[config.mk]
export PLATFORM = sky130hd
export DESIGN_NAME = fifo_sram_arbiter
export DESIGN_NICKNAME = d
export VERILOG_FILES = /design/src/rtl/fifo_arb_pkg.sv /design/src/rtl/fifo_ptr.sv /design/src/rtl/fifo_sram_arbiter.sv
export SDC_FILE = /design/constraint.sdc
export NUM_CORES = 1
export LEC_CHECK = 0
export BUFFER_PORTS_ARGS = -buffer_cell sky130_fd_sc_hd__buf_2
export CAP_MARGIN = 20
export CORE_AREA = 3 3 83 69
export CTS_CLUSTER_SIZE = 12
export DETAILED_ROUTE_END_ITERATION = 10
export DIE_AREA = 0 0 86 72
export GPL_ROUTABILITY_DRIVEN = 0
export PLACE_DENSITY_LB_ADDON = 0.1
export SLEW_MARGIN = 40
export SYNTH_ARGS = -nofsm -noshare
export SYNTH_HDL_FRONTEND = slang
export SYNTH_HIERARCHICAL = 1
export SYNTH_SLANG_ARGS = --single-unit
[constraint.sdc]
create_clock -name clk -period 6.5 [get_ports clk]
set_input_delay 0.65 -clock clk [delete_from_list [all_inputs] [get_ports clk]]
set_output_delay 0.65 -clock clk [all_outputs]
set_load 0.02 [all_outputs]
[src/rtl/fifo_arb_pkg.sv]
// Shared definitions for the SRAM-backed FIFO arbiter.
//   - default parameter values for the top level
//   - grant FSM state encoding
//   - "last granted side" flag used for round-robin fairness
package fifo_arb_pkg;

  localparam int DEF_BUS_WIDTH  = 8;
  localparam int DEF_ADDR_WIDTH = 12;
  localparam int DEF_DEPTH      = 1024;

  typedef enum logic [1:0] {
    ST_IDLE   = 2'd0,
    ST_GNT_WR = 2'd1,
    ST_GNT_RD = 2'd2
  } state_t;

  typedef enum logic {
    LAST_WR = 1'b0,
    LAST_RD = 1'b1
  } gnt_side_t;

endpackage

[src/rtl/fifo_ptr.sv]
// FIFO pointer: ADDR_WIDTH-bit counter that wraps from DEPTH-1 to 0.
// Ports:
//   clk  - clock, rising edge
//   rst  - synchronous active-high reset (pointer -> 0)
//   clr  - synchronous flush (pointer -> 0)
//   en   - advance the pointer by one this cycle
//   ptr  - current pointer value
module fifo_ptr #(
  parameter int ADDR_WIDTH = 12,
  parameter int DEPTH      = 1024
) (
  input  logic                  clk,
  input  logic                  rst,
  input  logic                  clr,
  input  logic                  en,
  output logic [ADDR_WIDTH-1:0] ptr
);

  localparam logic [ADDR_WIDTH-1:0] LAST = ADDR_WIDTH'(DEPTH - 1);

  // NOTE: sequential state is always updated with non-blocking assignments so
  // every flop samples pre-edge values regardless of block ordering.
  always_ff @(posedge clk) begin
    if (rst || clr) begin
      ptr <= '0;
    end else if (en) begin
      // Explicit wrap: DEPTH need not be a power of two.
      ptr <= (ptr == LAST) ? '0 : ptr + ADDR_WIDTH'(1);
    end
  end

endmodule

[src/rtl/fifo_sram_arbiter.sv]
// FIFO built on an external single-port SRAM, with a three-state grant FSM
// that shares the SRAM port between a write requester and a read requester.
// Ports:
//   clk, rst            - clock and synchronous active-high reset
//   clear               - synchronous flush of pointers, count and FSM
//   wr_req/wr_data      - write request (held until wr_ack) and its word
//   wr_ack              - one-cycle pulse, write performed this cycle
//   rd_req              - read request (held until rd_ack)
//   rd_ack              - one-cycle pulse, SRAM read issued this cycle
//   rd_valid/rd_data    - read word, one cycle after rd_ack
//   sram_*              - single-port SRAM interface (1-cycle read latency)
//   full, empty, count  - occupancy status
module fifo_sram_arbiter
  import fifo_arb_pkg::*;
#(
  parameter int BUS_WIDTH  = DEF_BUS_WIDTH,
  parameter int ADDR_WIDTH = DEF_ADDR_WIDTH,
  parameter int DEPTH      = DEF_DEPTH
) (
  input  logic                  clk,
  input  logic                  rst,
  input  logic                  clear,
  input  logic                  wr_req,
  input  logic [BUS_WIDTH-1:0]  wr_data,
  output logic                  wr_ack,
  input  logic                  rd_req,
  output logic                  rd_ack,
  output logic                  rd_valid,
  output logic [BUS_WIDTH-1:0]  rd_data,
  output logic [ADDR_WIDTH-1:0] sram_addr,
  output logic [BUS_WIDTH-1:0]  sram_wdata,
  output logic                  sram_wen,
  output logic                  sram_ren,
  input  logic [BUS_WIDTH-1:0]  sram_rdata,
  output logic                  full,
  output logic                  empty,
  output logic [ADDR_WIDTH:0]   count
);

  localparam logic [ADDR_WIDTH:0] DEPTH_W = (ADDR_WIDTH + 1)'(DEPTH);

  state_t                  state, state_next;
  gnt_side_t               last_gnt;
  logic [ADDR_WIDTH:0]     count_q, count_next;
  logic [ADDR_WIDTH-1:0]   wr_ptr, rd_ptr;
  logic                    rd_valid_q;
  logic                    do_wr, do_rd;
  logic                    wr_elig, rd_elig;

  // A grant state only takes effect when neither reset nor clear overrides it.
  assign do_wr = (state == ST_GNT_WR) && !rst && !clear;
  assign do_rd = (state == ST_GNT_RD) && !rst && !clear;

  // NOTE: every signal assigned in always_comb gets a default first, so no
  // path leaves it unassigned and no latch is inferred.
  always_comb begin
    count_next = count_q;
    if (do_wr) count_next = count_q + 1'b1;
    if (do_rd) count_next = count_q - 1'b1;
  end

  // Eligibility looks at the occupancy after the current grant, and excludes
  // the side granted this cycle so a still-held request is not served twice.
  assign wr_elig = wr_req && (count_next < DEPTH_W) && (state != ST_GNT_WR);
  assign rd_elig = rd_req && (count_next != '0)     && (state != ST_GNT_RD);

  always_comb begin
    state_next = ST_IDLE;
    if (wr_elig && rd_elig) begin
      state_next = (last_gnt == LAST_RD) ? ST_GNT_WR : ST_GNT_RD;
    end else if (wr_elig) begin
      state_next = ST_GNT_WR;
    end else if (rd_elig) begin
      state_next = ST_GNT_RD;
    end
  end

  always_ff @(posedge clk) begin
    if (rst) begin
      state      <= ST_IDLE;
      last_gnt   <= LAST_RD;   // write wins the first contested grant
      count_q    <= '0;
      rd_valid_q <= 1'b0;
    end else if (clear) begin
      // Fairness history survives a flush; only data-path state is dropped.
      state      <= ST_IDLE;
      count_q    <= '0;
      rd_valid_q <= 1'b0;
    end else begin
      state      <= state_next;
      count_q    <= count_next;
      rd_valid_q <= do_rd;
      if (state_next == ST_GNT_WR) last_gnt <= LAST_WR;
      else if (state_next == ST_GNT_RD) last_gnt <= LAST_RD;
    end
  end

  fifo_ptr #(.ADDR_WIDTH(ADDR_WIDTH), .DEPTH(DEPTH)) u_wr_ptr (
    .clk (clk),
    .rst (rst),
    .clr (clear),
    .en  (do_wr),
    .ptr (wr_ptr)
  );

  fifo_ptr #(.ADDR_WIDTH(ADDR_WIDTH), .DEPTH(DEPTH)) u_rd_ptr (
    .clk (clk),
    .rst (rst),
    .clr (clear),
    .en  (do_rd),
    .ptr (rd_ptr)
  );

  assign wr_ack     = do_wr;
  assign sram_wen   = do_wr;
  assign rd_ack     = do_rd;
  assign sram_ren   = do_rd;
  assign sram_addr  = (state == ST_GNT_WR) ? wr_ptr : rd_ptr;
  assign sram_wdata = wr_data;
  // A read issued just before reset must not surface as valid data.
  assign rd_valid   = rd_valid_q && !rst;
  assign rd_data    = sram_rdata;
  assign full       = (count_q == DEPTH_W);
  assign empty      = (count_q == '0);
  assign count      = count_q;

endmodule

==> impl_metrics.ini <==
[placed_design]
portBuffers = 36
pre_cts_slack_ns = 2.56
hpwl_mm = 4.41
postPlaceCellArea_sq_mm = 0.00274

[timing]
period_needed_ns = 3.67
slew_headroom = 0.516
fmax_mhz = 272
finalCritPeriodShare = 0.565
skew_ns = 0.00388
finalSetupViolCount = 0
hold_viol = 0
drv_slew = 0
fin_tns_setup_ns = 0
rsz0062_at_grt = no
tightest_slew_ns = 0.726
setup_ws_ns = 2.83

[yosys]
syn_area_sq_mm = 0.00271
ys_seq_elements = 41
syn_inst = 306
seq_area_frac_synth = 0.303
synth-main-ff-cell = dfxtp_1
synth_edf_count = 0
yosys_warnings = 6
synth.distinct_cells = 61
async_reset_ff_frac = 0
syn_area_per_cell_sq_um = 8.86
syn_nets = 333

[global_route]
top_usage_layer = met1
grt_start_max_net_pins = 18
grt_pass1_wl_mm = 9.92
groute.layer.met2.usage = 0.282
met3_usage = 0.0386
use_met1 = 0.304
grt.total_usage = 0.200
antenna_found_initial = 0
grt.overflow.total = 0
grt_pass1_vias = 1952

[floorplan]
start_util = 0.545
pin_count = 69
die_w_um = 86
core_area_sq_mm = 0.00498
num_rows = 23
die_h_um = 72
die_area_sq_mm = 0.00619

[critical_path]
crit_fanout = 17
crit_chain = nand2b_1, nor4_1, nor2_1, xnor2_1, or4_4, nor4_4, o22a_1, ha_1, o21ai_0, o311ai_0
crit_family = simple AND/OR/NAND/NOR gates
cp_data_arrival_time_ns = 3.83
r2r_start = state[0]
required_ns = 6.66
criticalPathCategory = reg -> reg
worst_path_largest_cell_delay_ns = 0.63
cp-end-kind = register
slowest_stage = nor4_1
startpoint_type = register
critPathBufInv = 0
startpoint = state[0]

[routing]
drtPass1Iterations = 4
routedWlPerCell_um = 15.9
drc = 0
drtIter0Drc = 266
ant_nets = 0
vias_per_cell = 5.90
routed_wirelength_mm = 5.99
vias = 2223

[clocking]
cts_setup_buffers = 0
cts_resized = 0
htreeDepth = 2
cts-root-buf = clkbuf_8
cts_sinks = 41
clk_latency_ns = 0.29
cts_tree = done
numCtsBuffers = 5
cts.path.max_buffers = 2
cts.clk_slew.worst_paths_ns = 0.07
ctsHoldBuffers = 0

[power_and_ir_drop]
power_leakage_nw = 1.15
power_density_mw_per_mm2 = 159
p_comb_frac = 0.057
p_switching_w = 0.000104
power_frac_clock = 0.379
switching_share = 0.231
power.total_w = 0.000451
p_int_w = 0.000347
p_seq_frac = 0.563
peakVddDrop_uv = 95.2

[run]
maxCapViolations = 0

[worst_hold_path]
hp-class = reg -> reg
hp-start = u_wr_ptr/ptr[11]

[layout]
areaGrowthSynthToFinish_pct = 4.20
fillers = 466
final_nets = 342
diodes = 0
final_cell_area_sq_mm = 0.00283
drive_gt1_frac = 0.263

[outcome]
status = finished, final reports clean
## power groups by stage
| stage | sequential (W) | combinational (W) | clock, W |
|---|---|---|---|
| final | 0.000254 | 0.0000258 | 0.000171 |
| after global placement | 0.000260 | 0.0000258 | 0 |
| after floorplan | 0.000259 | 0.0000345 | 0 |
| after CTS | 0.000254 | 0.0000261 | 0.000179 |
| after detailed placement | 0.000260 | 0.0000259 | 0 |
| after global routing | 0.000254 | 0.0000289 | 0.000189 |
## registers in the layout (all words and copies together) (netlist names)
register,flops
u_rd_ptr/ptr,12
rd_valid_q,1
state,2
count,13
last_gnt,1
u_wr_ptr/ptr,12
## cells by family (layout without fill, tap and decap cells)
group | count (synthesis) | in the layout | share of synthesized area
AOI/OAI and AO/OA | 47 | 47 | 0.139
xor gates and xnor gates | 20 | 20 | 0.0701
adders and majority gates | 6 | 6 | 0.0277
buffers and inverters | 44 | 53 | 0.100
DFF | 41 | 41 | 0.303
muxes | 17 | 17 | 0.0687
and+or+nand+nor | 131 | 131 | 0.291
## worst reg2reg max path, stage by stage (launching register included)
cell,delay [ns]
dfxtp_1,0.52
nand2b_1,0.47
nor4_1,0.63
nor2_1,0.12
xnor2_1,0.16
or4_4,0.56
nor4_4,0.39
o22a_1,0.21
ha_1,0.22
o21ai_0,0.13
o311ai_0,0.13
## metrics by stage
step	util	instances	hold slack, ns
final	0.568	377	0.515
after global placement	0.550	370	0.498
after detailed placement	0.550	370	0.502
after CTS	0.568	377	0.513
after floorplan	-	306	0.462
after global routing	0.568	377	0.534
## cells in the mapped netlist, drive strengths merged (3+ instances only)
cell,instances,area share
o31ai,9,0.025
or2,5,0.012
nand3,16,0.030
a21oi,9,0.019
and3,3,0.0088
ha,6,0.028
o311ai,5,0.016
a32oi,3,0.012
dfxtp,41,0.30
nor3,8,0.017
nand4,11,0.030
mux2,13,0.054
o21ai,9,0.017
nand2b,4,0.0092
buf,33,0.085
nor4,8,0.029
or4,5,0.018
xor2,12,0.042
mux2i,4,0.015
nor2,26,0.036
and2,10,0.023
nand2,15,0.021
xnor2,8,0.029
inv,9,0.012
or3,10,0.024
## worst paths after layout
path	endpoint	slack [ns]	cells after the start
setup / recovery	last_gnt	2.83	10
hold / removal	u_wr_ptr/ptr[11]	0.52	2
setup reg to reg	last_gnt	2.83	10
hold reg to reg	u_wr_ptr/ptr[11]	0.52	2
## layer usage
layer	vias up	wire length, um
li1	1118	-
met1	1013	3050
met2	83	2450
met3	9	443
met4	0	47
met5	-	0
## cells in the final DEF, fill, tap and decap left out, drive strengths merged, types with 3 or more instances in the layout
cell / count
a21oi: 9
nand4: 11
o31ai: 9
nand3: 16
nor2: 26
and2: 10
or4: 5
ha: 6
nor3: 8
or2: 5
mux2i: 4
nand2: 15
clkbuf: 7
buf: 37
nor4: 8
dfxtp: 41
and3: 3
a32oi: 3
xor2: 12
xnor2: 8
o21ai: 9
nand2b: 4
o311ai: 5
inv: 9
mux2: 13
or3: 10
## final cells by class
| cell class | instances | area, sq um | share of cell area |
|---|---|---|---|
| flip-flops and latches | 41 | 821 | 0.290 |
| multi-input cells | 221 | 1620 | 0.573 |
| inverters | 9 | 33.8 | 0.0120 |
| clock buffers | 7 | 86.3 | 0.0305 |
| well taps | 62 | 77.6 | 0.0274 |
| repair buffers | 37 | 188 | 0.0664 |
No activity file was read; power rests on OpenSTA's default activity.
